`src/rtl/dcm_pkg.sv`:
```
// dcm_pkg: shared widths and the clk_2 half-period lookup for the clock manager
package dcm_pkg;
    localparam int PROG_W = 3;
    localparam int CNT_W  = 8;

    function automatic logic [CNT_W:0] half_period(input logic [PROG_W-1:0] code);
        return (CNT_W + 1)'(1) << ({1'b0, code} + 4'd1);
    endfunction
endpackage

```
`src/rtl/dcm_divider.sv`:
```
// dcm_divider: half-period counter plus toggle flop; DCM_GLITCHFREE_EN exposes the wrap strobe
module dcm_divider
    import dcm_pkg::*;
(
    input  logic           clk,
    input  logic           rst,
    input  logic           restart,
    input  logic [CNT_W:0] half,
    output logic           clk_out
`ifdef DCM_GLITCHFREE_EN
    ,
    output logic           wrap
`endif
);
`ifndef DCM_GLITCHFREE_EN
    logic wrap;
`endif
    logic [CNT_W-1:0] cnt;

    assign wrap = {1'b0, cnt} == half - 1'b1;

    // count to half-1, then toggle and wrap; restart forces a fresh low phase
    always_ff @(posedge clk or posedge rst)
        if (rst) begin
            cnt     <= '0;
            clk_out <= 1'b0;
        end else if (restart) begin
            cnt     <= '0;
            clk_out <= 1'b0;
        end else if (wrap) begin
            cnt     <= '0;
            clk_out <= ~clk_out;
        end else begin
            cnt <= cnt + 1'b1;
        end
endmodule

```
`src/rtl/dcm.sv`:
```
// dcm: clk/2 output plus programmable clk/2^(code+2) output; DCM_GLITCHFREE_EN defers code changes to a clk_2 fall
module dcm
    import dcm_pkg::*;
(
    input  logic              clk,
    input  logic              rst,
    input  logic [PROG_W-1:0] prog_in,
    input  logic              update,
    output logic              clk_1,
    output logic              clk_2,
    output logic [PROG_W-1:0] prog_out
);
    logic update_q;
    logic load;
    logic restart;

    assign load = update & ~update_q;

    // fixed divide-by-2 and the update edge detector
    always_ff @(posedge clk or posedge rst)
        if (rst) begin
            clk_1    <= 1'b0;
            update_q <= 1'b0;
        end else begin
            clk_1    <= ~clk_1;
            update_q <= update;
        end

`ifdef DCM_GLITCHFREE_EN
    logic              wrap;
    logic              apply;
    logic              pend;
    logic [PROG_W-1:0] pending;

    assign restart = 1'b0;
    assign apply   = pend & wrap & clk_2;

    // park the requested code and apply it only where clk_2 falls naturally
    always_ff @(posedge clk or posedge rst)
        if (rst) begin
            prog_out <= '0;
            pending  <= '0;
            pend     <= 1'b0;
        end else begin
            if (load)
                pending <= prog_in;
            if (apply)
                prog_out <= load ? prog_in : pending;
            pend <= (load | pend) & ~apply;
        end

    dcm_divider u_div2 (
        .clk     (clk),
        .rst     (rst),
        .restart (restart),
        .half    (half_period(prog_out)),
        .clk_out (clk_2),
        .wrap    (wrap)
    );
`else
    assign restart = load;

    // take the new code at once; the divider restarts its phase on the same edge
    always_ff @(posedge clk or posedge rst)
        if (rst)
            prog_out <= '0;
        else if (load)
            prog_out <= prog_in;

    dcm_divider u_div2 (
        .clk     (clk),
        .rst     (rst),
        .restart (restart),
        .half    (half_period(prog_out)),
        .clk_out (clk_2)
    );
`endif
endmodule

```
`config.mk`:
```
export PLATFORM = sky130hd
export DESIGN_NAME = dcm
export DESIGN_NICKNAME = d
export VERILOG_FILES = /design/src/rtl/dcm_pkg.sv /design/src/rtl/dcm_divider.sv /design/src/rtl/dcm.sv
export SDC_FILE = /design/constraint.sdc
export NUM_CORES = 1
export LEC_CHECK = 0
export BUFFER_PORTS_ARGS = -buffer_cell sky130_fd_sc_hd__buf_2
export CORE_MARGIN = 5
export CORE_UTILIZATION = 49
export DETAILED_ROUTE_END_ITERATION = 8
export GPL_TIMING_DRIVEN = 0
export MAX_ROUTING_LAYER = met4
export PLACE_DENSITY = 0.72
export SKIP_CTS_REPAIR_TIMING = 1
export SYNTH_ARGS = -nofsm -noshare
export SYNTH_HDL_FRONTEND = slang
export SYNTH_SLANG_ARGS = --single-unit
export TNS_END_PERCENT = 30
```
`constraint.sdc`:
```
create_clock -name clk -period 2.2 [get_ports clk]
set_input_delay 0 -clock clk [delete_from_list [all_inputs] [get_ports clk]]
set_output_delay 0 -clock clk [all_outputs]
set_load 0.01 [all_outputs]
```
==> results by group <==
Global routing
  – Number of global-route vias before repair: 630
  – Largest net degree at the start of global routing: 15
  – Global router's overall resource usage: 14.8%
  – Global-route wire length before repair: 2860 µm
  – Antenna violations before repair: 0
  – Total grt overflow: 0

Synth
  – Net count of the mapped netlist: a little over 90
  – Seq/Total Area, Yosys: 42.5%
  – Post-synthesis cell count: 85
  – Post-synthesis cell type with the largest combined area: sky130_fd_sc_hd__dfrtp_1
  – Mapped Area: 825 µm²
  – Mapped Avg Cell Area: around 9.7 µm²
  – Flip-flop and latch count after synthesis: 14
  – Top-area cell type share of the netlist area: 42.5%
  – Number of warning messages in the yosys log: 0
  – Largest cells by area after synthesis: sky130_fd_sc_hd__dfrtp_1, sky130_fd_sc_hd__xnor2_1, sky130_fd_sc_hd__nor2_1
  – Number of distinct library cells after synthesis: 30

Clocking
  – Max Root-Sink Buffers: 2
  – Max H-tree Level: 1
  – Cell at the root of the clock tree: sky130_fd_sc_hd__clkbuf_4
  – Number of CTS-inserted buffers: 3
  – Clock-pin slew on the worst setup and hold paths: 0.08 ns
  – Clk Latency, worst-skew pair: 0.28 ns
  – Clock sink count: 14
  – Clock tree from TritonCTS: done

Die
  – Total die area: 2600 µm²
  – Vertical die dimension: between 50 and 60 µm
  – Starting density of the core: 52.9%
  – Horiz. Die Dim: a little over 50 µm
  – Number of I/O pins: 11
  – Core Box Area: between 1500 and 2000 µm²
  – Row count: 14

STA
  – Setup TNS: -1.66 ns
  – Worst clock skew on the final layout: roughly 0.0014 ns
  – Fin crit share: 109%
  – Hold Fails Final Rpt: 0
  – Number of slew-limit violations in the final report: 0
  – Slew margin rel.: 65.1%
  – Unrepaired setup endpoints after global routing: true
  – Time the worst path needs with I/O delays and setup: 2.41 ns
  – Worst Tran Pin Value: 0.523 ns
  – Setup violation total in the final timing report: 9
  – PnR worst setup slack: -0.207 ns
  – Max frequency: 415 MHz

Layout
  – Share of layout cells above drive strength 1: 36.7%
  – Area overhead of the layout relative to synthesis: 32.9%
  – Antenna fix cells: 0
  – Final core utilization: between 70% and 80%
  – # fillers: 121
  – Final Net Count: 119

Pwr
  – Net switching power of the design: 0.286 mW
  – Peak supply drop: 555 µV
  – Sequential Power Share: 42.9%
  – Leakage Power: 0.490 nW
  – Combinational share of power: around two fifths
  – Clock network fraction of total power: 17.0%
  – Switching Fraction: 34.7%
  – Power per unit of standard cell area: around 750 nW/µm²
  – Cell internal power dissipation: 0.538 mW

Placement
  – Port buffer count: 10
  – Final estimated routing congestion in global placement: 0.803
  – Placed wire-length estimate after detailed placement: roughly 1200 µm

Setup path
  – Critical path data arrival time: around 2.6 ns
  – Kind of end point of the critical path: flip-flop
  – CP Launch Type: flip-flop
  – Ordered cell list for the critical path: buf_6 > or3_4 > ha_4 > or3_1 > nand3_1 > a32oi_1 > o31a_1 > or3_4 > a21oi_2
  – CP bufs+invs: 1
  – Critical path peak fanout: 10
  – Crit path kind: flip-flop to flip-flop
  – Required @ worst endpoint: about 2.4 ns
  – Largest stage delay on the critical path: 0.40 ns
  – Family of cells with the greatest summed delay on the critical path: simple AND/OR/NAND/NOR gates
  – Critical path's most frequent cell: sky130_fd_sc_hd__or3_4
  – Cell with the largest stage delay on the worst path: sky130_fd_sc_hd__dfrtp_1

Run
  – Max-cap violations: 0

Detailed routing
  – Post-route DRC: 0
  – Violation count after the first detailed-routing iteration: 7
  – Average routed wire per standard cell: 15.2 µm
  – Number of vias after detailed routing: 678
  – Post-DR vias/cell: 5.42
  – DRT antenna net count: 0
  – Overall routed net length: between 1500 and 2000 µm
  – DRT Pass-1 Iters: 4

Run status
  – Violated checks: negative setup slack
  – Status: complete, but fails checks

Min path
  – Worst min-delay path class: input pin to asynchronous set/reset pin
-- final cells by class --
cell class	count	area [µm²]	area share (%)
Tap cell	16	20.0	1.83
Inverter	5	18.8	1.71
Clock buffer	3	22.5	2.05
Sequential cell	14	350	32.0
Timing Repair Buffer	22	150	13.7
Multi-Input combinational cell	61	497	45.3
Buffer	4	37.5	3.42
-- sequential cells by signal, indices dropped and copies added (netlist names) --
name and cells:
u_div2.clk_out 1, prog_out 3, u_div2.cnt 8, update_q 1
clk_1 1
-- worst paths after layout --
path | from | end | slack (ns) | cells after the start
hold / removal | rst | u_div2.clk_out | 0.29 | 3
setup reg to reg | prog_out[0] | u_div2.clk_out | -0.21 | 9
setup / recovery | prog_out[0] | u_div2.clk_out | -0.21 | 9
min in group clk | update | update_q | 0.38 | 2
hold reg to reg | clk_1 | clk_1 | 0.42 | 1
max in group asynchronous | rst | u_div2.cnt[3] | 1.56 | 3
-- kinds of logic (layout without fill, tap and decap cells) --
kind of cell | count (synthesis) | count (layout) | synth area share, %
flip-flops | 14 | 14 | 42.5
XOR/XNOR | 12 | 12 | 12.7
adder cells (fa/ha/maj) | 2 | 2 | 3.03
buffers and inverters | 10 | 34 | 6.98
AND/OR/NAND/NOR | 29 | 29 | 16.8
AO/OA/AOI/OAI | 14 | 14 | 13.4
other | 1 | 1 | 0.455
multiplexers | 3 | 3 | 4.10
-- per-layer routing --
layer  global-route usage (%)  share of wire, %  vias up
met4                     8.97               2.2        0
li1                         -                 -      342
met1                     18.9                43      314
met3                     2.91               4.0        6
met2                     21.7                51       16
met5                        -                 0        -
-- cells in the mapped netlist --
master / n
sky130_fd_sc_hd__a21boi_0: 1
sky130_fd_sc_hd__and3_1: 1
sky130_fd_sc_hd__xnor2_1: 7
sky130_fd_sc_hd__nor2b_1: 2
sky130_fd_sc_hd__a32oi_1: 1
sky130_fd_sc_hd__o31a_1: 1
sky130_fd_sc_hd__buf_6: 1
sky130_fd_sc_hd__xor2_1: 5
sky130_fd_sc_hd__a311oi_1: 1
sky130_fd_sc_hd__a311o_1: 1
sky130_fd_sc_hd__buf_2: 1
sky130_fd_sc_hd__o211ai_1: 1
sky130_fd_sc_hd__ha_1: 2
sky130_fd_sc_hd__or3_1: 3
sky130_fd_sc_hd__a211oi_1: 1
sky130_fd_sc_hd__nor2_1: 14
sky130_fd_sc_hd__nand4_1: 1
sky130_fd_sc_hd__a21oi_2: 1
sky130_fd_sc_hd__nand2_1: 2
sky130_fd_sc_hd__nor4bb_1: 1
sky130_fd_sc_hd__nand3_1: 5
sky130_fd_sc_hd__a21oi_1: 2
sky130_fd_sc_hd__buf_4: 3
sky130_fd_sc_hd__o21ai_0: 2
sky130_fd_sc_hd__o21bai_2: 1
sky130_fd_sc_hd__dfrtp_1: 14
sky130_fd_sc_hd__conb_1: 1
sky130_fd_sc_hd__inv_1: 5
sky130_fd_sc_hd__mux2_2: 3
sky130_fd_sc_hd__o2111a_1: 1
-- cell usage in the layout, fill, tap and decap left out, drive strengths merged, types with 2 or more instances in the layout --
| cell | Yosys | layout |
|---|---|---|
| dfrtp | 14 | 14 |
| clkbuf | 0 | 4 |
| a21oi | 3 | 3 |
| inv | 5 | 5 |
| buf | 5 | 20 |
| nand3 | 5 | 5 |
| o21ai | 2 | 2 |
| mux2 | 3 | 3 |
| xor2 | 5 | 5 |
| xnor2 | 7 | 7 |
| ha | 2 | 2 |
| nor2b | 2 | 2 |
| dlygate4sd3 | 0 | 5 |
| nor2 | 14 | 14 |
| or3 | 3 | 3 |
| nand2 | 2 | 2 |
-- power groups by stage --
stage	combinational [mW]	clock [mW]	sequential, mW
after floorplan	0.201	0	0.347
after global placement	0.250	0	0.350
after global routing	0.362	0.161	0.359
after detailed placement	0.259	0	0.352
final	0.331	0.140	0.353
after CTS	0.261	0.145	0.346
-- per-stage QoR --
step | area, µm² | hold slack [ns] | worst slack [ns] | power [mW] | instances
global route | 1100 | 0.352 | -0.294 | 0.882 | 125
detailed placement | 922 | 0.0612 | -0.311 | 0.611 | 111
floorplan | 852 | -0.111 | 0.532 | 0.548 | 85
finish | 1100 | 0.290 | -0.207 | 0.825 | 125
CTS | 945 | -0.243 | -0.336 | 0.752 | 114
global placement | 922 | 0.0494 | -0.284 | 0.600 | 111
-- worst reg2reg max path, delay by kind of cell, from the launching register on --
family	cells	cell delay [ns]
simple gates	4	1.22
flops	1	0.40
compound gates	3	0.37
fa+ha+maj	1	0.21
buf+inv	1	0.15
Power figures use the tool's default switching activity.
